### src/rtl/mips_pkg.sv
// Shared definitions for the memory-access stage: access-size codes,
// stage FSM states and the default bus-timeout.
package mips_pkg;

    typedef enum logic [1:0] {
        SZ_WORD = 2'b00,
        SZ_HALF = 2'b01,
        SZ_BYTE = 2'b10,
        SZ_RSVD = 2'b11
    } access_size_e;

    typedef enum logic {
        ST_IDLE = 1'b0,
        ST_REQ  = 1'b1
    } mem_state_e;

    localparam int unsigned TIMEOUT_DEFAULT = 16;

endpackage

### src/rtl/mem_lane_align.sv
// Combinational lane steering: byte enables and replicated store data,
// load lane extraction with sign/zero extension, and alignment check.
module mem_lane_align
    import mips_pkg::*;
#(
    parameter bit BIG_ENDIAN = 1'b1
) (
    input  access_size_e size,
    input  logic [1:0]   addr_lo,
    input  logic         is_unsigned,
    input  logic [31:0]  store_data,
    input  logic [31:0]  rdata,
    output logic [3:0]   be,
    output logic [31:0]  wdata,
    output logic [31:0]  load_data,
    output logic         misalign
);

    logic [1:0]  byte_lane;
    logic        half_lane;
    logic [7:0]  rd_byte;
    logic [15:0] rd_half;

    // Physical lane index: big-endian puts offset 0 in the top lane.
    assign byte_lane = BIG_ENDIAN ? ~addr_lo : addr_lo;
    assign half_lane = BIG_ENDIAN ? ~addr_lo[1] : addr_lo[1];
    assign rd_byte   = rdata[{byte_lane, 3'b000} +: 8];
    assign rd_half   = rdata[{half_lane, 4'b0000} +: 16];

    always_comb begin
        be        = '0;
        wdata     = '0;
        load_data = '0;
        misalign  = 1'b0;
        case (size)
            SZ_WORD: begin
                be        = '1;
                wdata     = store_data;
                load_data = rdata;
                misalign  = |addr_lo;
            end
            SZ_HALF: begin
                be        = half_lane ? 4'b1100 : 4'b0011;
                wdata     = {2{store_data[15:0]}};
                load_data = is_unsigned ? {16'h0000, rd_half}
                                        : {{16{rd_half[15]}}, rd_half};
                misalign  = addr_lo[0];
            end
            SZ_BYTE: begin
                be        = 4'b0001 << byte_lane;
                wdata     = {4{store_data[7:0]}};
                load_data = is_unsigned ? {24'h000000, rd_byte}
                                        : {{24{rd_byte[7]}}, rd_byte};
            end
            default: misalign = 1'b1;
        endcase
    end

endmodule

### src/rtl/mem_access_stage.sv
// Memory-access pipeline stage: issues one request/acknowledge transaction
// per load/store, aligns data lanes and presents a registered writeback result.
module mem_access_stage
    import mips_pkg::*;
#(
    parameter bit          BIG_ENDIAN = 1'b1,
    parameter int unsigned TIMEOUT    = TIMEOUT_DEFAULT
) (
    input  logic        clock,
    input  logic        reset,
    input  logic        ex_valid,
    output logic        ex_ready,
    input  logic [31:0] ex_addr,
    input  logic [31:0] ex_store_data,
    input  logic        ex_dm_we,
    input  logic        ex_rw_d,
    input  logic [1:0]  ex_access_size,
    input  logic        ex_unsigned,
    input  logic [4:0]  ex_rd,
    input  logic        ex_reg_we,
    output logic        mem_req,
    output logic        mem_we,
    output logic [31:0] mem_addr,
    output logic [31:0] mem_wdata,
    output logic [3:0]  mem_be,
    input  logic        mem_ack,
    input  logic [31:0] mem_rdata,
    output logic        wb_valid,
    output logic [31:0] wb_data,
    output logic [4:0]  wb_rd,
    output logic        wb_we,
    output logic        addr_err,
    output logic        bus_err
);

    localparam int unsigned CNT_W = $clog2(TIMEOUT);

    mem_state_e     state;
    logic [CNT_W-1:0] cnt;

    access_size_e   req_size;
    logic [1:0]     req_lo;
    logic           req_unsigned;
    logic           req_is_load;
    logic           req_reg_we;
    logic [4:0]     req_rd;

    access_size_e   al_size;
    logic [1:0]     al_lo;
    logic           al_unsigned;
    logic [3:0]     al_be;
    logic [31:0]    al_wdata;
    logic [31:0]    al_load;
    logic           al_misalign;
    logic           transfer;
    logic           is_mem;

    // One aligner serves both phases: request fields from execute while idle,
    // the captured request while waiting so the load lane matches the address.
    assign al_size     = (state == ST_REQ) ? req_size : access_size_e'(ex_access_size);
    assign al_lo       = (state == ST_REQ) ? req_lo : ex_addr[1:0];
    assign al_unsigned = (state == ST_REQ) ? req_unsigned : ex_unsigned;

    mem_lane_align #(
        .BIG_ENDIAN(BIG_ENDIAN)
    ) u_align (
        .size       (al_size),
        .addr_lo    (al_lo),
        .is_unsigned(al_unsigned),
        .store_data (ex_store_data),
        .rdata      (mem_rdata),
        .be         (al_be),
        .wdata      (al_wdata),
        .load_data  (al_load),
        .misalign   (al_misalign)
    );

    assign ex_ready = (state == ST_IDLE);
    assign transfer = ex_valid & ex_ready;
    assign is_mem   = ex_dm_we | ex_rw_d;

    always_ff @(posedge clock) begin
        if (reset) begin
            state        <= ST_IDLE;
            cnt          <= '0;
            mem_req      <= 1'b0;
            mem_we       <= 1'b0;
            mem_addr     <= '0;
            mem_wdata    <= '0;
            mem_be       <= '0;
            wb_valid     <= 1'b0;
            wb_data      <= '0;
            wb_rd        <= '0;
            wb_we        <= 1'b0;
            addr_err     <= 1'b0;
            bus_err      <= 1'b0;
            req_size     <= SZ_WORD;
            req_lo       <= '0;
            req_unsigned <= 1'b0;
            req_is_load  <= 1'b0;
            req_reg_we   <= 1'b0;
            req_rd       <= '0;
        end else begin
            wb_valid <= 1'b0;
            wb_we    <= 1'b0;
            addr_err <= 1'b0;
            bus_err  <= 1'b0;
            case (state)
                ST_IDLE: begin
                    if (transfer) begin
                        if (!is_mem) begin
                            wb_valid <= 1'b1;
                            wb_data  <= ex_addr;
                            wb_rd    <= ex_rd;
                            wb_we    <= ex_reg_we;
                        end else if (al_misalign) begin
                            addr_err <= 1'b1;
                            wb_valid <= 1'b1;
                            wb_data  <= '0;
                            wb_rd    <= ex_rd;
                        end else begin
                            mem_req      <= 1'b1;
                            mem_we       <= ex_dm_we;
                            mem_addr     <= {ex_addr[31:2], 2'b00};
                            mem_be       <= al_be;
                            mem_wdata    <= al_wdata;
                            req_size     <= access_size_e'(ex_access_size);
                            req_lo       <= ex_addr[1:0];
                            req_unsigned <= ex_unsigned;
                            req_is_load  <= ex_rw_d & ~ex_dm_we;
                            req_reg_we   <= ex_reg_we;
                            req_rd       <= ex_rd;
                            cnt          <= '0;
                            state        <= ST_REQ;
                        end
                    end
                end
                ST_REQ: begin
                    // An ack in the final allowed cycle still completes normally.
                    if (mem_ack || (cnt == CNT_W'(TIMEOUT - 1))) begin
                        mem_req   <= 1'b0;
                        mem_we    <= 1'b0;
                        mem_be    <= '0;
                        mem_addr  <= '0;
                        mem_wdata <= '0;
                        wb_valid  <= 1'b1;
                        wb_rd     <= req_rd;
                        cnt       <= '0;
                        state     <= ST_IDLE;
                        if (mem_ack) begin
                            wb_we   <= req_is_load & req_reg_we;
                            wb_data <= req_is_load ? al_load : '0;
                        end else begin
                            bus_err <= 1'b1;
                            wb_data <= '0;
                        end
                    end else begin
                        cnt <= cnt + CNT_W'(1);
                    end
                end
                default: state <= ST_IDLE;
            endcase
        end
    end

endmodule
### config.mk
export PLATFORM = sky130hd
export DESIGN_NAME = mem_access_stage
export DESIGN_NICKNAME = d
export VERILOG_FILES = /design/src/rtl/mips_pkg.sv /design/src/rtl/mem_lane_align.sv /design/src/rtl/mem_access_stage.sv
export SDC_FILE = /design/constraint.sdc
export NUM_CORES = 1
export LEC_CHECK = 0
export BUFFER_PORTS_ARGS = -buffer_cell sky130_fd_sc_hd__buf_2
export CORE_MARGIN = 5
export CORE_UTILIZATION = 50
export CTS_CLUSTER_SIZE = 16
export DETAILED_ROUTE_END_ITERATION = 7
export GPL_ROUTABILITY_DRIVEN = 0
export GPL_TIMING_DRIVEN = 0
export PLACE_DENSITY = 0.85
export SLEW_MARGIN = 40
export SYNTH_ARGS = -nofsm -noshare
export SYNTH_HDL_FRONTEND = slang
export SYNTH_SLANG_ARGS = --single-unit
### constraint.sdc
create_clock -name clock -period 3 [get_ports clock]
set_input_delay 0.45 -clock clock [delete_from_list [all_inputs] [get_ports clock]]
set_output_delay 0.45 -clock clock [all_outputs]
set_load 0.03 [all_outputs]
# After elaboration in Yosys (flattened, before gate mapping)

Index checks and enable logic that the tools add are counted.

Bits of input ports: 111
Logic and storage cells: 118
Bits in registers: 128

Add/subtract/negate cells: 1
Bitwise gates (word level): 12
Reduce and logical (&&, ||, !) cells: 9
Equal/unequal tests: 8
Shift-type cells: 3
Muxes and demuxes: 66

Operators by type and width:

| cell                | number |
|---|---|
| $mux 32             | 15 |
| $pmux 32 s2         | 3 |
| $pmux 32 s3         | 2 |
| $mux 4              | 9 |
| $shiftx 32x6->16    | 1 |
| $shiftx 32x6->8     | 1 |
| $mux 1              | 21 |
| $mux 5              | 4 |
| $pmux 4 s2          | 2 |
| $pmux 4 s3          | 1 |
| $pmux 1 s2          | 5 |
| $pmux 5 s2          | 1 |
| $reduce_and 4->1    | 2 |
| $not 1->1           | 7 |
| $ne 2x1->1 const B  | 3 |
| $reduce_and 3->1    | 2 |
| $add 4x1->4 const B | 1 |
| $eq 4x4->1 const B  | 1 |
| $mux 2              | 2 |
| $reduce_or 4->1     | 1 |
| $shl 1x2->4 const A | 1 |
| $and 1x1->1         | 3 |
| $ne 3x3->1 const B  | 1 |
| $pmux 1 s3          | 1 |
| 9 further kinds     | 9 |

# Logic depth before layout (Yosys ltp)

Word-level depth: 9
Gate-level depth with buffers: 9
Gate-level depth less buffers: 6

# Cells and area by module

From an unflattened synthesis, not the netlist that was laid out.

Cells, all modules: 623
Area, all modules: 6002.0 µm²

By module, submodules not included:

| module           | cells each | area each (µm²) | times used |
|---|---|---|---|
| mem_access_stage | 433        | 4710.8          | 1 |
| mem_lane_align   | 190        | 1291.2          | 1 |

# Least setup slack after synthesis

OpenSTA, ideal clock, no wires.

Kind: in2reg
Start point: in ex_access_size[1]
End point: reg mem_addr[10]
Data arrival time: 2012 ps
Path buffers: 4
Data required time: 2883 ps
Stages on the path: 9
Library setup time: 117 ps
Setup slack: 871 ps
Path through: buf_2 > or3b_4 > o311ai_2 > nor3b_1 > buf_4 > nor3_2 > buf_6 > buf_6 > a22o_1

Cells in the longest elaborated chain, start to end: 5
Elaborated cells between the ends (all ways): 7
Classes of those cells: eq/ne: 3; mux: 2; reduce/logical: 2

RTL lines:

| what                                     | line                    | source |
|---|---|---|
| start: declaration                       | mem_access_stage.sv:17  | `input logic [1:0] ex_access_size,` |
| $mux 2 *                                 | mem_access_stage.sv:60  | `assign al_size = (state == ST_REQ) ? req_size : access_size_e'(ex_access_size);` |
| $eq 2x2->1, or another cell as far along | mem_lane_align.sv:35    | `case (size)` |
| $pmux 1 s3 *                             | mem_lane_align.sv:35    |  |
| $ne 2x2->1 (no source line) *            | n/a                     |  |
| $reduce_and 4->1 (no source line) *      | n/a                     |  |
| end signal: assignment                   | mem_access_stage.sv:124 | `mem_addr <= {ex_addr[31:2], 2'b00};` |
| end: declaration                         | mem_access_stage.sv:23  | `output logic [31:0] mem_addr,` |

Mark *: on every way between the ends. The rest lies on a longest branch, timed or not.
A chain may end at the register's enable or synchronous reset.

# Worst setup path in the final report

Start point: reg cnt[0]
End point: reg wb_data[30]

Cells in the longest elaborated chain, start to end: 4

RTL lines:

| what                              | line                    | source |
|---|---|---|
| start: declaration                | mem_access_stage.sv:39  | `logic [CNT_W-1:0] cnt;` |
| start signal: assignment          | mem_access_stage.sv:158 | `cnt <= cnt + CNT_W'(1);` |
| $eq 4x4->1                        | mem_access_stage.sv:140 | `if (mem_ack \|\| (cnt == CNT_W'(TIMEOUT - 1))) begin` |
| $logic_or 1x1->1                  | mem_access_stage.sv:140 |  |
| $ne 2x1->1 (no source line)       | n/a                     |  |
| $reduce_and 3->1 (no source line) | n/a                     |  |
| end signal: assignment            | mem_access_stage.sv:113 | `wb_data <= ex_addr;` |
| end signal: assignment            | mem_access_stage.sv:152 | `wb_data <= req_is_load ? al_load : '0;` |
| end: declaration                  | mem_access_stage.sv:29  | `output logic [31:0] wb_data,` |

No other way between the ends.

==> out/qor.csv <==
stage;metric;value;unit
cts;hold buffer count at CTS;0;
run_status;status;finished clean;
synthesis;Post-Synth Adder-Cell Area;0.210;%
floorplanning;core area;0.0116;mm^2
worst_setup_path;Worst EP required;3.34;ns
placed_design;worst slack, placed;0.427;ns
cts;Post-CTS Repair Setup Buffers;0;
floorplanning;initial core utilization;51.6;%
grt;initial antenna violation count;0;
timing;RSZ-0062 raised after global routing;no;
timing;Finish-stage setup viols;0;
route;final WL;21900;um
floorplanning;die height;119;um
worst_setup_path;Setup crit start kind;flop;
finish;post-route cell area;0.00785;mm^2
timing;Final WS setup;0.447;ns
cts;CTS sink count;126;
finish;leading cell types in the layout, fill and taps excluded;237 x buf_2, 126 x dfxtp_1, 58 x a21oi_1;
synthesis;library cells used by synthesis;60;
finish;share of cells above drive strength 1;34.5;%
timing;Worst-Margin Slew;0.791;ns
route;drt via density;6.22;
placed_design;Detailed Place HPWL;16300;um
floorplanning;I/O pin total;223;
synthesis;post-synthesis mux area share;4.03;%
pwr;Max VDD drop;0.000355;V
floorplanning;row count;39;
route;Final ANT Viol Nets;0;
synthesis;mean post-synth cell area;9.32;um^2
cts;CTS tree;done;
pwr;Final Power;4.69;mW
timing;Max-slew headroom;47.1;%
finish;Multi-input gate area;0.00311;mm^2
worst_setup_path;worst path arrival time;2.89;ns
worst_setup_path;Buf+Inv Stages, Crit Path;3;
timing;final hold violations;0;
synthesis;Post-synth EDFFs;0;
synthesis;Synth Cell Area;0.00596;mm^2
grt;first-pass GRT wire length;33400;um
timing;fin crit period;2.55;ns
cts;H-Tree Depth;4;
synthesis;Synth Register Bits;126;
synthesis;combinational family with the most area after synthesis;compound AO/OA/AOI/OAI gates;
placed_design;instance area after placement;0.00724;mm^2
timing;final period utilization;85.1;%
worst_setup_path;Crit. End Element;flop;
worst_setup_path;crit path max fanout;10;
grt;grt ovf;0;
synthesis;Synth warnings;0;
synthesis;Primary FF master, synth;dfxtp_1;
finish;most common cell after layout, fill and taps aside;buf_2;
grt;vias in the first global route;6165;
timing;setup TNS;0;ns
cts;cts bufs inserted;17;
synthesis;sequential fraction of the synthesis area;42.3;%
route;number of remaining DRC errors;0;
worst_setup_path;Crit path max-delay family;compound AO/OA/AOI/OAI gates;
grt;GRT Total Usage;29.6;%
route;routed vias;6441;
placed_design;# port buffers;218;
synthesis;top cells by area, synth;dfxtp_1 42%, a22o_1 7.8%, a21oi_1 4.9%;
cts;Worst-path clk slew;0.06;ns
timing;Final Skew;0.00609;ns
cts;insertion delay to the later sink of the worst-skew pair;0.42;ns
synthesis;Compound-Gate Fraction of Synth Area;31.0;%
worst_setup_path;worst path cell trace;ha_1 > a31o_2 > a21oi_2 > o21a_1 > buf_6 > buf_4 > buf_2 > nand3b_1 > o211ai_1;
synthesis;post-synth top area cell;dfxtp_1;
finish;nets@finish;990;
worst_setup_path;kind of critical path;flop to flop;
finish;Storage cell area;0.00252;mm^2
grt;largest net degree at the start of global routing;17;
timing;fmax;392;MHz
synthesis;Synth Instances;640;
route;initial DRC count;664;
floorplanning;Die W;119;um
timing;Max Slew Vio Count;0;
synthesis;post-synthesis simple-gate area fraction;16.4;%
hold_path;Hold Crit Class;input pin to flop;
floorplanning;die area;0.0142;mm^2
flow_run;max-cap violations;0;
route;DR WL/cell;21.2;um
finish;area grow syn2layout;31.7;%
worst_setup_path;Worst path slowest cell;a21oi_2;
pwr;P_leak;3.48;nW
pwr;Power Dens Cells;598;mW/mm^2
synthesis;top-area cell type share of the netlist area;42.3;%
worst_setup_path;CP peak stage delay;0.43;ns
synthesis;Post-Synth XOR/XNOR Area;0.294;%
finish;Filler Cells Inserted;918;
route;DRT Pass-1 Iters;6;
cts;maximum clock path buffer count;2;
cts;Root Buffer;clkbuf_16;
synthesis;ys async rst share;0;%
cts;Post-CTS Resized;0;
per-stage QoR:
step,hold WS [ns],std cells,util (%)
2_1_floorplan,0.426,641,-
3_3_place_gp,0.430,1002,62.6
3_5_place_dp,0.436,1002,62.6
4_1_cts,0.268,1034,67.8
5_1_grt,0.263,1034,67.9
6_report,0.281,1035,67.9
power breakdown:
group | switching, mW | internal, mW
Combinational | 0.556 | 0.288
Clock | 0.755 | 1.29
Sequential | 0.0445 | 1.76
Total | 1.36 | 3.34
area by class of cell:
type | count | area share [%]
antenna | 1 | 0.0319
buffer | 63 | 4.22
clock buffer | 24 | 6.65
clock inverter | 8 | 1.00
inverter | 3 | 0.143
multi-input combinational | 449 | 39.6
sequential | 126 | 32.1
tap | 143 | 2.28
timing repair buffer | 218 | 13.9
worst reg2reg max path, delay by kind of cell (launching register included):
family          cells  cell delay [ns]
compound gates      4             1.13
flops               1             0.34
simple gates        1             0.13
fa+ha+maj           1             0.25
buf+inv             3             0.63
Yosys cell counts, types with 2 or more instances:
master	n
o211ai_1	23
a21oi_1	58
nor2b_1	3
a2111oi_2	7
a2111o_1	7
buf_6	7
inv_1	3
dfxtp_1	126
a21oi_2	2
a32oi_1	16
a21o_1	2
buf_1	2
and3_1	8
buf_4	5
mux2i_1	18
nor4_1	3
a22o_1	53
or3_1	34
nand3b_1	18
o31ai_1	2
nor2_1	37
mux2_2	2
o21ai_0	13
nor3b_1	4
a311oi_1	5
a22oi_1	17
a211oi_1	3
o2bb2ai_1	22
buf_2	19
nand3_1	13
clkbuf_1	30
or3b_2	2
nand2_1	40
nor3_1	10
cell families (layout without fill, tap and decap cells):
family	Yosys count	in the layout
xor+xnor	2	2
compound gates	241	241
buf+inv	66	316
mux	22	22
fa+ha+maj	1	1
flops	126	126
simple gates	181	181
other cells	1	3
path summary, 6_finish.rpt:
kind                         endpoint                 start  cells past startpoint  slack (ns)
max          wb_data[30]$_SDFFE_PP0P_   cnt[0]$_SDFFE_PP0P_                      9        0.45
min           wb_data[1]$_SDFFE_PP0P_         mem_rdata[17]                      2        0.28
max reg2reg  wb_data[30]$_SDFFE_PP0P_   cnt[0]$_SDFFE_PP0P_                      9        0.45
min reg2reg      mem_req$_SDFFE_PP0P_  mem_req$_SDFFE_PP0P_                      2        0.44
registers in the layout (all words and copies together) (netlist names), 2 cells and up:
signal and flops:
mem_wdata 32, wb_data 32, mem_addr 30, req_rd 5
wb_rd 5, cnt 4, mem_be 4, req_lo 2
req_size 2
routing by layer:
layer,vias to the layer above,GRT usage (%),part of all wire [%]
met1,2996,38.2,40
met4,0,13.4,3.3
met5,-,0,0
met3,63,9.05,11
li1,2937,-,-
met2,445,45.7,45
(Power assumes the default switching activity.)
